[src/rtl/baccarat_pkg.sv]
// Shared card codes, seven-segment patterns and scoring helpers for the Baccarat datapath.
// Seven-segment patterns are active-low, bit order {g,f,e,d,c,b,a}.
package baccarat_pkg;

    localparam logic [3:0] CARD_NONE  = 4'd0;
    localparam logic [3:0] CARD_ACE   = 4'd1;
    localparam logic [3:0] CARD_NINE  = 4'd9;
    localparam logic [3:0] CARD_TEN   = 4'd10;
    localparam logic [3:0] CARD_JACK  = 4'd11;
    localparam logic [3:0] CARD_QUEEN = 4'd12;
    localparam logic [3:0] CARD_KING  = 4'd13;

    localparam logic [6:0] SEG_BLANK = 7'b1111111;
    localparam logic [6:0] SEG_ACE   = 7'b0001000;
    localparam logic [6:0] SEG_2     = 7'b0100100;
    localparam logic [6:0] SEG_3     = 7'b0110000;
    localparam logic [6:0] SEG_4     = 7'b0011001;
    localparam logic [6:0] SEG_5     = 7'b0010010;
    localparam logic [6:0] SEG_6     = 7'b0000010;
    localparam logic [6:0] SEG_7     = 7'b1111000;
    localparam logic [6:0] SEG_8     = 7'b0000000;
    localparam logic [6:0] SEG_9     = 7'b0010000;
    localparam logic [6:0] SEG_TEN   = 7'b1000000;
    localparam logic [6:0] SEG_JACK  = 7'b1100001;
    localparam logic [6:0] SEG_QUEEN = 7'b0011000;
    localparam logic [6:0] SEG_KING  = 7'b0001001;

    // Face cards, tens, empty slots and illegal codes all count as zero.
    function automatic logic [3:0] card_value(input logic [3:0] card);
        if (card >= CARD_ACE && card <= CARD_NINE)
            return card;
        return CARD_NONE;
    endfunction

    // Sum is at most 27, so two conditional subtractions replace a divider.
    function automatic logic [3:0] hand_score(input logic [3:0] c1,
                                              input logic [3:0] c2,
                                              input logic [3:0] c3);
        logic [4:0] sum;
        sum = {1'b0, card_value(c1)} + {1'b0, card_value(c2)} + {1'b0, card_value(c3)};
        if (sum >= 5'd20)
            sum = sum - 5'd20;
        else if (sum >= 5'd10)
            sum = sum - 5'd10;
        return sum[3:0];
    endfunction

    function automatic logic [6:0] card_to_seg(input logic [3:0] card);
        logic [6:0] seg;
        case (card)
            CARD_NONE:  seg = SEG_BLANK;
            CARD_ACE:   seg = SEG_ACE;
            4'd2:       seg = SEG_2;
            4'd3:       seg = SEG_3;
            4'd4:       seg = SEG_4;
            4'd5:       seg = SEG_5;
            4'd6:       seg = SEG_6;
            4'd7:       seg = SEG_7;
            4'd8:       seg = SEG_8;
            CARD_NINE:  seg = SEG_9;
            CARD_TEN:   seg = SEG_TEN;
            CARD_JACK:  seg = SEG_JACK;
            CARD_QUEEN: seg = SEG_QUEEN;
            CARD_KING:  seg = SEG_KING;
            default:    seg = SEG_BLANK;
        endcase
        return seg;
    endfunction

endpackage

[src/rtl/baccarat_datapath_dealcard.sv]
// Free-running card generator: cycles Ace..King (1..13), one step per clock.
module dealcard
    import baccarat_pkg::*;
(
    input  logic       slow_clock,
    input  logic       resetb,
    output logic [3:0] dealer_card
);

    logic [3:0] r_count_p0;

    always_ff @(posedge slow_clock) begin
        if (resetb)
            r_count_p0 <= CARD_ACE;
        else if (r_count_p0 == CARD_KING)
            r_count_p0 <= CARD_ACE;
        else
            r_count_p0 <= r_count_p0 + 4'd1;
    end

    // Kept as a plain continuous assign so a bench can force and release the port.
    assign dealer_card = r_count_p0;

endmodule

[src/rtl/baccarat_datapath.sv]
// Baccarat card-holding and scoring datapath: six card slots, mod-10 scores, 7-seg decode.
// Define BACCARAT_REG_OUTPUTS_EN to register scores and HEX outputs (one extra cycle).
module baccarat_datapath
    import baccarat_pkg::*;
(
    input  logic       slow_clock,
    input  logic       resetb,
    input  logic       load_pcard1,
    input  logic       load_pcard2,
    input  logic       load_pcard3,
    input  logic       load_dcard1,
    input  logic       load_dcard2,
    input  logic       load_dcard3,
    output logic [3:0] pcard3_out,
    output logic [3:0] pscore_out,
    output logic [3:0] dscore_out,
    output logic [6:0] HEX0,
    output logic [6:0] HEX1,
    output logic [6:0] HEX2,
    output logic [6:0] HEX3,
    output logic [6:0] HEX4,
    output logic [6:0] HEX5
);

    logic [3:0] w_dealer_card;
    logic [5:0] w_load;
    logic [3:0] r_card_p0 [6];
    logic [3:0] w_pscore;
    logic [3:0] w_dscore;
    logic [6:0] w_seg [6];
    logic [6:0] w_hex [6];

    dealcard DC (
        .slow_clock  (slow_clock),
        .resetb      (resetb),
        .dealer_card (w_dealer_card)
    );

    // Slots 0..2 are player cards 1..3, slots 3..5 are dealer cards 1..3.
    assign w_load = {load_dcard3, load_dcard2, load_dcard1,
                     load_pcard3, load_pcard2, load_pcard1};

    // ---- stage p0: card registers ----
    always_ff @(posedge slow_clock) begin
        for (int i = 0; i < 6; i++) begin
            if (resetb)
                r_card_p0[i] <= CARD_NONE;
            else if (w_load[i])
                r_card_p0[i] <= w_dealer_card;
        end
    end

    assign w_pscore = hand_score(r_card_p0[0], r_card_p0[1], r_card_p0[2]);
    assign w_dscore = hand_score(r_card_p0[3], r_card_p0[4], r_card_p0[5]);

    for (genvar g = 0; g < 6; g++) begin : g_seg
        assign w_seg[g] = card_to_seg(r_card_p0[g]);
    end

`ifdef BACCARAT_REG_OUTPUTS_EN
    // ---- stage p1: optional output registers ----
    logic [3:0] r_pscore_p1;
    logic [3:0] r_dscore_p1;
    logic [6:0] r_seg_p1 [6];

    always_ff @(posedge slow_clock) begin
        if (resetb) begin
            r_pscore_p1 <= 4'd0;
            r_dscore_p1 <= 4'd0;
            for (int i = 0; i < 6; i++)
                r_seg_p1[i] <= SEG_BLANK;
        end else begin
            r_pscore_p1 <= w_pscore;
            r_dscore_p1 <= w_dscore;
            for (int i = 0; i < 6; i++)
                r_seg_p1[i] <= w_seg[i];
        end
    end

    assign pscore_out = r_pscore_p1;
    assign dscore_out = r_dscore_p1;
    for (genvar g = 0; g < 6; g++) begin : g_hex_reg
        assign w_hex[g] = r_seg_p1[g];
    end
`else
    assign pscore_out = w_pscore;
    assign dscore_out = w_dscore;
    for (genvar g = 0; g < 6; g++) begin : g_hex_comb
        assign w_hex[g] = w_seg[g];
    end
`endif

    assign pcard3_out = r_card_p0[2];

    assign HEX0 = w_hex[0];
    assign HEX1 = w_hex[1];
    assign HEX2 = w_hex[2];
    assign HEX3 = w_hex[3];
    assign HEX4 = w_hex[4];
    assign HEX5 = w_hex[5];

endmodule

[config.mk]
export PLATFORM = sky130hd
export DESIGN_NAME = baccarat_datapath
export DESIGN_NICKNAME = d
export VERILOG_FILES = /design/src/rtl/baccarat_pkg.sv /design/src/rtl/baccarat_datapath_dealcard.sv /design/src/rtl/baccarat_datapath.sv
export SDC_FILE = /design/constraint.sdc
export NUM_CORES = 1
export LEC_CHECK = 0
export ABC_AREA = 1
export CORE_UTILIZATION = 48
export CTS_BUF_LIST = sky130_fd_sc_hd__clkbuf_16
export DETAILED_ROUTE_END_ITERATION = 16
export PLACE_DENSITY = 0.78
export SYNTH_ARGS = -nofsm -noshare
export SYNTH_HDL_FRONTEND = slang
export SYNTH_SLANG_ARGS = --single-unit
export TNS_END_PERCENT = 1
[constraint.sdc]
create_clock -name slow_clock -period 4.4 [get_ports slow_clock]
set_input_delay 0.88 -clock slow_clock [delete_from_list [all_inputs] [get_ports slow_clock]]
set_output_delay 0.88 -clock slow_clock [all_outputs]
set_load 0.01 [all_outputs]
### Word level (Yosys, flattened, before mapping)

Memory sizes are Yosys's and may differ from the RTL's.
Cells that the tools add are included.

* register bits after elaboration: 4
* bits in writable memories: 24
* bits in read-only memories: 672
* output and inout port bits: 54
* word-level logic and storage cells: 95
* memories: 7

Memory list
* (name not given): depth 16, bits a word 7, rd ports 1, clocked after Yosys merged registers in 0, write ports 0, line baccarat_pkg.sv:50 `case (card)`
* (name not given): depth 16, bits a word 7, rd ports 1, clocked after Yosys merged registers in 0, write ports 0, line baccarat_pkg.sv:50
* (name not given): depth 16, bits a word 7, rd ports 1, clocked after Yosys merged registers in 0, write ports 0, line baccarat_pkg.sv:50
* (name not given): depth 16, bits a word 7, rd ports 1, clocked after Yosys merged registers in 0, write ports 0, line baccarat_pkg.sv:50
* (name not given): depth 16, bits a word 7, rd ports 1, clocked after Yosys merged registers in 0, write ports 0, line baccarat_pkg.sv:50
* (name not given): depth 16, bits a word 7, rd ports 1, clocked after Yosys merged registers in 0, write ports 0, line baccarat_pkg.sv:50
* 1 more memories

* add/subtract/negate cells: 9
* magnitude comparators: 16
* equality and inequality tests: 1
* muxes and demuxes: 48
* bitwise operators: 6
* reductions and logical operators: 7

Operator list (count)
* 2-to-1 mux 4 bit: 22
* 2-to-1 mux 1 bit: 26
* >= comparator 4 x 1 -> 1 bit, second input constant: 6
* <= comparator 4 bit, second input constant: 6
* adder 4 x 4 -> 5 bit: 2
* adder 5 x 4 -> 5 bit: 2
* >= comparator 5 x 4 -> 1 bit, second input constant: 2
* >= comparator 5 bit, second input constant: 2
* subtractor 4 x 3 -> 4 bit, second input constant: 2
* subtractor 4 bit, second input constant: 2
* logical AND 1 bit: 6
* OR 1 bit: 6
* adder 4 x 1 -> 4 bit, second input constant: 1
* == test 4 bit, second input constant: 1
* OR reduction 2 bit: 1

### Depth between registers and ports, before layout

Gate-level depths: netlist of the first run.

* word-level depth: 9
* depth in mapped cells: 21

### Hierarchy

A second synthesis of the first run with hierarchy kept.

* cells, all modules: 453
* area total of the unflattened synthesis: 3225.6 µm²

Modules (own cells, without submodules)
* baccarat_datapath: instances 1, cells each 434, area each 3059.2 µm², seq. area each 720.7 µm²
* dealcard: instances 1, cells each 19, area each 166.4 µm², seq. area each 80.1 µm²

### Worst setup path before layout of the first run

No wires, ideal clock.

* path kind: register -> output
* start: memory r_card_p0[4][1]
* end: output port dscore_out[1]
* arrival: 3.227 ns
* data required time: 3.520 ns
* slack: 0.293 ns
* stages on the path, launching flop included: 20
* path buffers: 0
* cells stage by stage: edfxtp_1 inv_1 ha_1 nand2_2 nor2_1 inv_2 a21oi_2 nor2_1 fa_1 ha_1 fa_1 inv_1 ha_1 inv_1 nor2_1 o21ai_1 nand3_1 nand2_1 nand2_1 nand2_1

RTL lines
* start, declared: line baccarat_datapath.sv:27 `logic [3:0] r_card_p0 [6];`
* end, declared: line baccarat_datapath.sv:16 `output logic [3:0] dscore_out,`

==> results of run 1 <==
## synthesized netlist by cell type, drive strengths merged (2+ instances only)
library cell | count | area (sq um)
nor3 | 2 | 10.0
fa | 10 | 200
buf | 3 | 15.0
o311ai | 2 | 17.5
nand3 | 58 | 300
nand2 | 79 | 309
nor2 | 66 | 250
edfxtp | 24 | 721
inv | 67 | 251
dfxtp | 4 | 80.1
nand3b | 2 | 15.0
or2 | 12 | 75.1
ha | 44 | 551
o211ai | 5 | 37.5
o221ai | 3 | 26.3
o21ai | 25 | 133
a21oi | 29 | 156
## path summary, 6_finish.rpt
kind / depth (start not counted) / from / to
max: 21 / r_card_p0[4][1] / dscore_out[1]
min: 1 / DC.dealer_card[0] / DC.dealer_card[0]
max reg2reg: 6 / DC.dealer_card[1] / DC.dealer_card[3]
min reg2reg: 1 / DC.dealer_card[0] / DC.dealer_card[0]
## cell type report
class	count	area, sq um
timing repair buffer	164	1370
inverter	67	251
multi-input combinational	341	2370
sequential	28	801
tap	77	96.3
clock inverter	1	30.0
fill	415	1390
clock buffer	3	75.1
## state kept, by name, indices dropped and copies added (netlist names)
| signal | cells |
|---|---|
| DC.dealer_card | 4 |
| r_card_p0 | 24 |
## metrics by stage
stage           TNS, ns  instances
2_1_floorplan         0        439
3_3_place_gp     -0.158        652
3_5_place_dp      -1.24        652
4_1_cts        -0.00125        673
5_1_grt           -1.17        681
6_report         -0.201        681
## worst register-to-register path, cell delays in order (launching register included)
cell and delay, ns:
dfxtp_1 0.35, inv_1 0.14, ha_1 0.21, nand3_1 0.10, nand2_1 0.10, o21bai_1 0.17
a21oi_1 0.15
## power by group
group	switching, uW	internal, uW
Sequential	20.4	309
Clock	85.4	181
Combinational	423	439
Total	529	930
## routing by layer
metal  GRT usage [%]  routed length [um]  up-vias
li1                -                   -     1784
met1            30.8                3750     1662
met2            48.5                4780      122
met3            1.89                 364       28
met4            9.40                 245        0
met5               0                   0        -
## kinds of logic (layout without fill, tap and decap cells)
kind of cell	count (synthesis)	after routing
adder cells (fa/ha/maj)	54	54
flip-flops	28	28
AO/OA/AOI/OAI	67	67
AND/OR/NAND/NOR	219	219
XOR/XNOR	1	1
buffers and inverters	70	235
## repair_timing
item                       CTS  global route
setup buffers               18             9
hold endpoints to repair     0             0
gates resized for setup     69            34
pin swaps                   18            25
setup endpoints to repair    6             6
hold buffers                 0             0
==> impl_results.md, run 1 <==
* CTS root buf: clkbuf_16
* Worst Setup End Kind: output port
* Row count at 29
* CP peak stage delay at 0.54 ns
* Clock transition at the registers of the reported paths at roughly 0.070 ns
* Chip Height at between 80 and 90 um
* Largest family of logic cells by synthesized area: simple AND/OR/NAND/NOR gates
* Number of distinct library cells after synthesis at 30
* Number of global-route vias before repair at roughly 3600
* Pleak at about 0.0024 uW
* Failing checks: setup timing
* Top FF cell, synth: edfxtp_1
* Largest net degree at the start of global routing at 17
* Syn avg cell area at a little over 7 sq um
* Vias per cell at around 5.3
* DR pass1 iterations at 4
* Setup ws final at -0.0673 ns
* Skew final at ~0.0016 ns
* Synthesized net count at between 500 and 600
* Fin area at between 0.004 and 0.005 sq mm
* Clk_lat worst skew at around 0.26 ns
* CTS tree: built
* Worst vdd ir at about 0.31 mV
* Status: finished with violations
* H-tree depth at 1
* Final Hold Vio Count at 0
* Bufs on Longest Clock Path at 2
* Asr flop ratio synth at 0%
* Routed Antenna Nets at 0
* FF-to-FF setup slack at about 3.1 ns
* RD Place Congestion at just over 0.9
* Worst hold slack at 0.498 ns
* Adder-Cell Fraction of Synth Area at a little under a quarter
* Area share of xor/xnor cells in the synthesized design at less than 1%
* Dpl ws at -0.232 ns
* Synth Area in Compound Gates at around 12%
* Dpl cell area at 0.00446 sq mm
* Most common cell after layout, fill and taps aside: buf_4
* Final slew viol count at 0
* Share of layout cells above drive strength 1 at 34.1%
* Seq/Total Area, Yosys at 25.2%
* DR iter-0 viols at 107
* Max-cap violations at 0
* Setup crit start kind: flop
* Fraction of synthesized area in multiplexers at 0%
* IO Count at 62
* Arrival time of the worst setup path at about 3.6 ns
* CP max-delay cell: fa_2
* IO buf count at roughly 60
* N_diodes at 0
* Most frequent cells in the layout: 99 x buf_4, 69 x nand2_1, 55 x clkdlybuf4s50_1
* Most used cell, CP: inv_2
* Yosys reg bits at 28
* Slew @ Worst Pin at between 0.3 and 0.4 ns
* Area grow syn2layout at 57.1%
* GRT Overall Usage at between 20% and 30%
* Post-Syn Area at 0.00318 sq mm
* CP Data Required Time at ~3.5 ns
* Routed wire length at about 9.1 mm
* Power Dens Cells at 292 mW/mm^2
* Min-delay worst type: reg2reg
* EDFF count, synth at 24
* Final net count at 667
* Cells after synthesis at around 440
* Synth Area in Simple Gates at 30.2%
* Critical path type: reg2out
* Max transition margin at approximately 74%
* Die width at approximately 83 um
* CTS buffer count at 3
* Vias at 3596
* FMAX at 224 MHz
* Final total power at around 1500 uW
* Post-layout min period at between 4 and 5 ns
* # DRC at 0
* Crit path buffers/inverters at 6
* Final setup viols at 4
* Antenna violations before repair at 0
* First-pass GRT wire length at roughly 15 mm
* DPL Wire Length at roughly 6.8 mm
* Post-detailed-route wirelength per cell at 13.4 um
* Crit path max fanout at 3
* Fin util at 78.2%
* Die Area at 0.00695 sq mm
* RSZ-0062 raised after global routing: yes
* Cells along the critical path: inv_2, ha_4, nand2_4, nor2_4, inv_2, a21oi_4, nor2_4, fa_1, ha_2, fa_2, inv_2, ha_4, inv_2, nor2_2, o21ai_1, nand3_1, buf_4, nand2_2, nand2_1, nand2_1, buf_2
* Congestion Overflow GR at 0
* Final Cycle Share at 102%
* Clock Sinks at 28
* Initial core utilization at 49.8%
* Synth warn at 0
* Core footprint at about 0.0064 sq mm
* CP delay by family, top: adder cells
(Power assumes the default switching activity.)
==> inputs of run 2 (changes only) <==
- ABC_AREA: 1 -> not set
- PLACE_DENSITY: 0.78 -> 0.77
- clock period: 4.4 -> 5.16 ns (I/O delays scaled with it)
==> impl_results.md, run 2 <==
* RSZ-0062 raised after global routing: yes
* Vias per cell at 5.23 (-0.97%)
* Area grow syn2layout at 39.7%
* Top FF cell, synth: edfxtp_1
* Seq/Total Area, Yosys at 23.9% (-1.3 points)
* Crit path max fanout at 2 (-1)
* Synthesized net count at 468 (-6.6%)
* CTS tree: built
* Worst Setup End Kind: output port
* CP peak stage delay at 0.46 ns (-0.08 ns)
* IO Count at 62 (unchanged)
* GRT Overall Usage at 21.3% (-4.6 points)
* Arrival time of the worst setup path at 4.11 ns (+0.52 ns)
* Initial core utilization at 49.6% (-0.19 points)
* FMAX at a little under 200 MHz
* Top-count cell post-synth: nor2_1
* Most frequent cells in the layout: 69 x buf_4, 55 x nor2_1, 55 x clkdlybuf4s50_1
* Clk_lat worst skew at 0.26 ns (about the same)
* Syn avg cell area at 8.25 sq um (+14%)
* Vias at 3169 (-12%)
* CP Data Required Time at 4.13 ns (+0.61 ns)
* CTS buffer count at 3 (unchanged)
* Largest net degree at the start of global routing at 17 (unchanged)
* Die width at 85.6 um (+2.6%)
* Min-delay worst type: reg2reg
* Final Cycle Share at roughly 100%
* Synth area leader: edfxtp_1
* Max transition margin at 69.7% (-4.4 points)
* Worst vdd ir at 0.227 mV (-26%)
* Clock Sinks at 28 (unchanged)
* Final Hold Vio Count at 0 (unchanged)
* Post-Syn Area at 0.00335 sq mm (+5.4%)
* Final slew viol count at 0 (unchanged)
* Cells after synthesis at 406 (-7.5%)
* First-pass GRT wire length at 12.7 mm (-16%)
* H-tree depth at 1 (unchanged)
* Number of global-route vias before repair at 2963 (-17%)
* Max-cap violations at 0 (unchanged)
* Die Area at 0.00732 sq mm (+5.3%)
* Synth warn at 0 (unchanged)
* Layout filler cell count at 537 (+29%)
* RD Place Congestion at 0.823 (-11%)
* Largest register FFs at 24 (unchanged)
* Antenna violations before repair at 0 (unchanged)
* Asr flop ratio synth at 0% (unchanged)
* Setup ws final at 0.0163 ns (+0.0836 ns)
* DPL Wire Length at 6.14 mm (-9.1%)
* Skew final at 0.00443 ns (+0.00285 ns)
* Post-layout min period at just over 5 ns
* Cells along the critical path: inv_2, ha_1, or3b_4, a21oi_2, a21oi_1, and2_1, fa_1, ha_2, fa_2, xor2_2, inv_2, ha_1, nor3b_1, or4_1, a211o_1, o211ai_2, buf_2
* # DRC at 0 (unchanged)
* Share of layout cells above drive strength 1 at 21.3% (-13 points)
* N_diodes at 0 (unchanged)
* Worst hold slack at 0.559 ns (+0.0613 ns)
* Bufs on Longest Clock Path at 2 (unchanged)
* EDFF count, synth at 24 (unchanged)
* Status: finished, final reports clean
* Adder-Cell Fraction of Synth Area at 22.4% (-1.2 points)
* Post-detailed-route wirelength per cell at 12.7 um (-5.1%)
* Setup crit start kind: flop
* Critical path type: reg2out
* Most frequent cells after synthesis: 55 x nor2_1, 44 x ha_1, 36 x and2_1
* Dpl cell area at 0.00447 sq mm (+0.39%)
* Pleak at 0.00208 uW (-12%)
* Synth Area in Simple Gates at 24.3% (-5.8 points)
* Row count at 30 (+3.4%)
* DR pass1 iterations at 5 (+1)
* Clock transition at the registers of the reported paths at 0.07 ns (about the same)
* Synth Area in Compound Gates at 17.9% (+5.5 points)
* Largest family of logic cells by synthesized area: simple AND/OR/NAND/NOR gates
* Largest Register: r_card_p0
* Final net count at 589 (-12%)
* Number of distinct library cells after synthesis at 43 (+43%)
* Post-synth top area share at 21.5% (-1.2 points)
* Dpl ws at -0.397 ns (-0.165 ns)
* DR iter-0 viols at 113 (+5.6%)
* Sum of negative setup slack at 0 ns (+0.201 ns)
* IO buf count at 61 (unchanged)
* Congestion Overflow GR at 0 (unchanged)
* Slew @ Worst Pin at 0.452 ns (+0.0701 ns)
* Yosys reg bits at 28 (unchanged)
* Fin area at 0.00468 sq mm (-6.3%)
* CTS root buf: clkbuf_16
* Core footprint at 0.00676 sq mm (+5.8%)
* Routed Antenna Nets at 0 (unchanged)
* Power Dens Cells at 246 mW/mm^2 (-16%)
* Final setup viols at 0 (-4)
* Fraction of synthesized area in multiplexers at 5.15% (+5.2 points)
* Most common cell after layout, fill and taps aside: buf_4
* Area share of xor/xnor cells in the synthesized design at 1.05% (+0.77 points)
* Top post-synthesis cells by area: edfxtp_1 22%, ha_1 16%, and2_1 6.7%, nor2_1 6.2%, fa_1 6.0%
* Chip Height at 85.6 um (+2.6%)
* CP max-delay cell: fa_1
* Routed wire length at 7.72 mm (-16%)
-- run 2: cell types whose count changed in the layout (fill, tap and decap cells not counted), sizes merged, moves of 13 or more --
cell | before | now
and2 | 0 | 36
buf | 107 | 73
inv | 67 | 33
mux2i | 0 | 15
nand2 | 79 | 16
nand3 | 58 | 8
nor2b | 0 | 13
-- run 2: cells by family (layout without fill, tap and decap cells) --
kind of cell | Yosys count | in the layout
xor+xnor | 4 | 4
simple gates | 159 | 159
buf+inv | 47 | 167
compound gates | 97 | 97
flops | 28 | 28
mux | 17 | 17
fa+ha+maj | 54 | 54
-- run 2: timing repair --
action	in CTS	in global routing
setup endpoints to repair	6	6
pin swaps	6	2
buffers inserted	3	4
resized for setup	32	13
hold buffers	0	0
-- run 2: final cells by class --
| type | instances | area, sq um | share of cell area (%) |
|---|---|---|---|
| clock inverter | 1 | 30.0 | 0.642 |
| sequential | 28 | 801 | 17.1 |
| timing repair buffer | 130 | 1110 | 23.6 |
| clock buffer | 3 | 75.1 | 1.60 |
| tap | 80 | 100 | 2.14 |
| inverter | 33 | 124 | 2.65 |
| multi-input combinational | 331 | 2440 | 52.2 |
-- run 2: stage by stage --
step	std cells	util (%)	total power, uW
floorplan	406	-	627
global placement	595	66.2	890
detailed placement	595	66.2	913
CTS	602	68.3	1130
global route	606	69.3	1230
finish	606	69.3	1150
-- run 2: where the power goes --
group          internal [uW]  switching (uW)  leakage [uW]  total (uW)
Clock                    154            72.3     0.0000511         227
Combinational            338             313       0.00173         651
Sequential               263            12.7      0.000299         275
-- run 2: final timing paths --
| kind | startpoint | to | slack (ns) | depth (start not counted) |
|---|---|---|---|---|
| max reg2reg | DC.dealer_card[1] | r_card_p0[0][1] | 3.98 | 3 |
| min reg2reg | DC.dealer_card[3] | DC.dealer_card[3] | 0.56 | 2 |
| max | r_card_p0[1][0] | pscore_out[1] | 0.02 | 17 |
| min | DC.dealer_card[3] | DC.dealer_card[3] | 0.56 | 2 |
-- run 2: worst max-delay path, delay by kind of cell, from the launching register on --
| kind | cells | cell delay [ns] |
|---|---|---|
| fa+ha+maj | 5 | 1.35 |
| simple gates | 4 | 1.10 |
| compound gates | 4 | 0.52 |
| flops | 1 | 0.40 |
| buf+inv | 3 | 0.28 |
| xor+xnor | 1 | 0.18 |
-- run 2: routing by layer --
| metal | track usage, % | share of wire [%] | up-vias |
|---|---|---|---|
| met5 | 0 | 0 | - |
| met4 | 2.73 | 0.54 | 0 |
| met3 | 2.50 | 2.4 | 6 |
| met2 | 40.6 | 53 | 43 |
| met1 | 26.3 | 44 | 1470 |
| li1 | - | - | 1650 |
==> inputs of run 3 (changes only) <==
- PLACE_DENSITY: 0.77 -> 0.8
- SLEW_MARGIN: not set -> 5
- clock period: 5.16 -> 4.21 ns (I/O delays scaled with it)
==> impl_results.md, run 3 (synthesis results as in run 2) <==
* Vias at 3392 (+7.0%)
* Final net count at 615 (+4.4%)
* IO Count at 62 (unchanged)
* Crit path buffers/inverters at 5 (+2)
* DR iter-0 viols at 101 (-11%)
* DR pass1 iterations at 4 (-1)
* Skew final at 0.00474 ns (+0.000308 ns)
* Initial core utilization at 49.6% (unchanged)
* Row count at 30 (unchanged)
* First-pass GRT wire length at 14.3 mm (+13%)
* FMAX at 202 MHz
* CP delay by family, top: adder cells
* RD Place Congestion at 0.861 (+4.7%)
* Vias per cell at 5.37 (+2.6%)
* Power Dens Cells at 300 mW/mm^2 (+22%)
* Final Hold Vio Count at 0 (unchanged)
* Post-detailed-route wirelength per cell at 13.5 um (+6.1%)
* Slew @ Worst Pin at 0.470 ns (+0.0179 ns)
* Min-delay worst type: reg2reg
* Chip Height at 85.6 um (unchanged)
* Failing checks: setup timing
* Area grow syn2layout at 46.1%
* Share of layout cells above drive strength 1 at 25.5% (+4.3 points)
* Most frequent cells in the layout: 95 x buf_4, 55 x nor2_1, 55 x clkdlybuf4s50_1
* RSZ-0062 raised after global routing: yes
* WL met2 at 4.37 mm (+6.4%)
* H-tree depth at 1 (unchanged)
* Setup crit start kind: flop
* Final total power at 1470 uW (+27%)
* Clock transition at the registers of the reported paths at 0.07 ns (about the same)
* Max-cap violations at 0 (unchanged)
* Met1 Wirelength at 3.79 mm (+12%)
* Worst Setup End Kind: output port
* Pleak at 0.00221 uW (+6.0%)
* GRT Overall Usage at 23.7% (+2.4 points)
* Final setup viols at 6 (+6)
* Number of global-route vias before repair at 3335 (+13%)
* Routed wire length at 8.54 mm (+11%)
* Core footprint at 0.00676 sq mm (unchanged)
* Final Cycle Share at 118%
* CTS root buf: clkbuf_16
* Clock Sinks at 28 (unchanged)
* Largest net degree at the start of global routing at 17 (unchanged)
* Setup ws final at -0.742 ns (-0.758 ns)
* CTS buffer count at 3 (unchanged)
* Antenna violations before repair at 0 (unchanged)
* CP max-delay cell: fa_1
* # DRC at 0 (unchanged)
* Congestion Overflow GR at 0 (unchanged)
* Largest Register: r_card_p0
* Dpl ws at -0.966 ns (-0.569 ns)
* Bufs on Longest Clock Path at 2 (unchanged)
* Die width at 85.6 um (unchanged)
* Worst vdd ir at 0.231 mV (+2.0%)
* CP peak stage delay at 0.44 ns (-0.02 ns)
* Arrival time of the worst setup path at 4.11 ns (about the same)
* Routed Antenna Nets at 0 (unchanged)
* Cells along the critical path: inv_2, buf_4, buf_4, ha_1, nand2b_4, a21oi_2, a21oi_1, and2_1, fa_1, ha_2, fa_2, xor2_2, inv_2, ha_1, nor3b_2, or4_1, a211o_1, o211ai_2, buf_2
* Crit path max fanout at 3 (+1)
* N_diodes at 0 (unchanged)
* Clk_lat worst skew at 0.26 ns (about the same)
* Die Area at 0.00732 sq mm (unchanged)
* Hold Buf Count CTS at 0 (unchanged)
* CTS tree: built
* Met3 WL at 222 um (+19%)
* Status: finished with violations
* Final slew viol count at 0 (unchanged)
* DPL Wire Length at 6.64 mm (+8.2%)
* Max transition margin at 68.5% (-1.2 points)
* IO buf count at 61 (unchanged)
* Most common cell after layout, fill and taps aside: buf_4
* Top Layer Used: met4
* Post-layout min period at 4.95 ns
* CP Data Required Time at 3.37 ns (-0.76 ns)
* Largest register FFs at 24 (unchanged)
* Critical path type: reg2out
## run 3: report_power, final
group / total (uW) / leakage [uW] / internal [uW] / switching (uW)
registers: 339 / 0.000299 / 322 / 16.8
logic: 849 / 0.00186 / 446 / 403
clock network: 280 / 0.0000511 / 189 / 90.5
## run 3: worst min-delay path, stage by stage (launching register included)
cell	delay [ns]
dfxtp_1	0.36
nand3_1	0.12
nand2_1	0.06
## run 3: cell type report
type / count / area (sq um)
timing repair buffer: 156 / 1300
clock buffer: 3 / 75.1
clock inverter: 1 / 30.0
tap: 80 / 100
inverter: 33 / 124
sequential: 28 / 801
multi-input combinational: 331 / 2470
fill: 491 / 1860
## run 3: stage by stage
| step | hold WS, ns | cell area (sq um) | instances | setup TNS, ns | util [%] |
|---|---|---|---|---|---|
| final | 0.593 | 4900 | 632 | -3.59 | 72.5 |
| after global routing | 0.610 | 4900 | 632 | -4.48 | 72.5 |
| after CTS | 0.585 | 4860 | 628 | -3.55 | 72.0 |
| after detailed placement | 0.544 | 4690 | 621 | -4.83 | 69.5 |
| after global placement | 0.506 | 4690 | 621 | -3.73 | 69.5 |
| after floorplan | 0.487 | 3380 | 406 | -1.71 | - |
## run 3: what timing repair did
action,CTS,global route
pin swaps,9,5
setup buffers,3,4
endpoints found under the setup margin,6,6
resized for setup,38,7
## run 3: routing by layer
layer	vias up	global-route usage, %
met2	83	42.8
met1	1589	30.3
met5	-	0
met4	0	7.42
met3	15	1.44
li1	1705	-
## run 3: final timing paths
kind / from / to / slack (ns) / cells past startpoint
max: r_card_p0[1][0] / pscore_out[1] / -0.74 / 19
min: DC.dealer_card[2] / DC.dealer_card[0] / 0.59 / 2
max reg2reg: DC.dealer_card[1] / DC.dealer_card[3] / 3.00 / 5
min reg2reg: DC.dealer_card[2] / DC.dealer_card[0] / 0.59 / 2
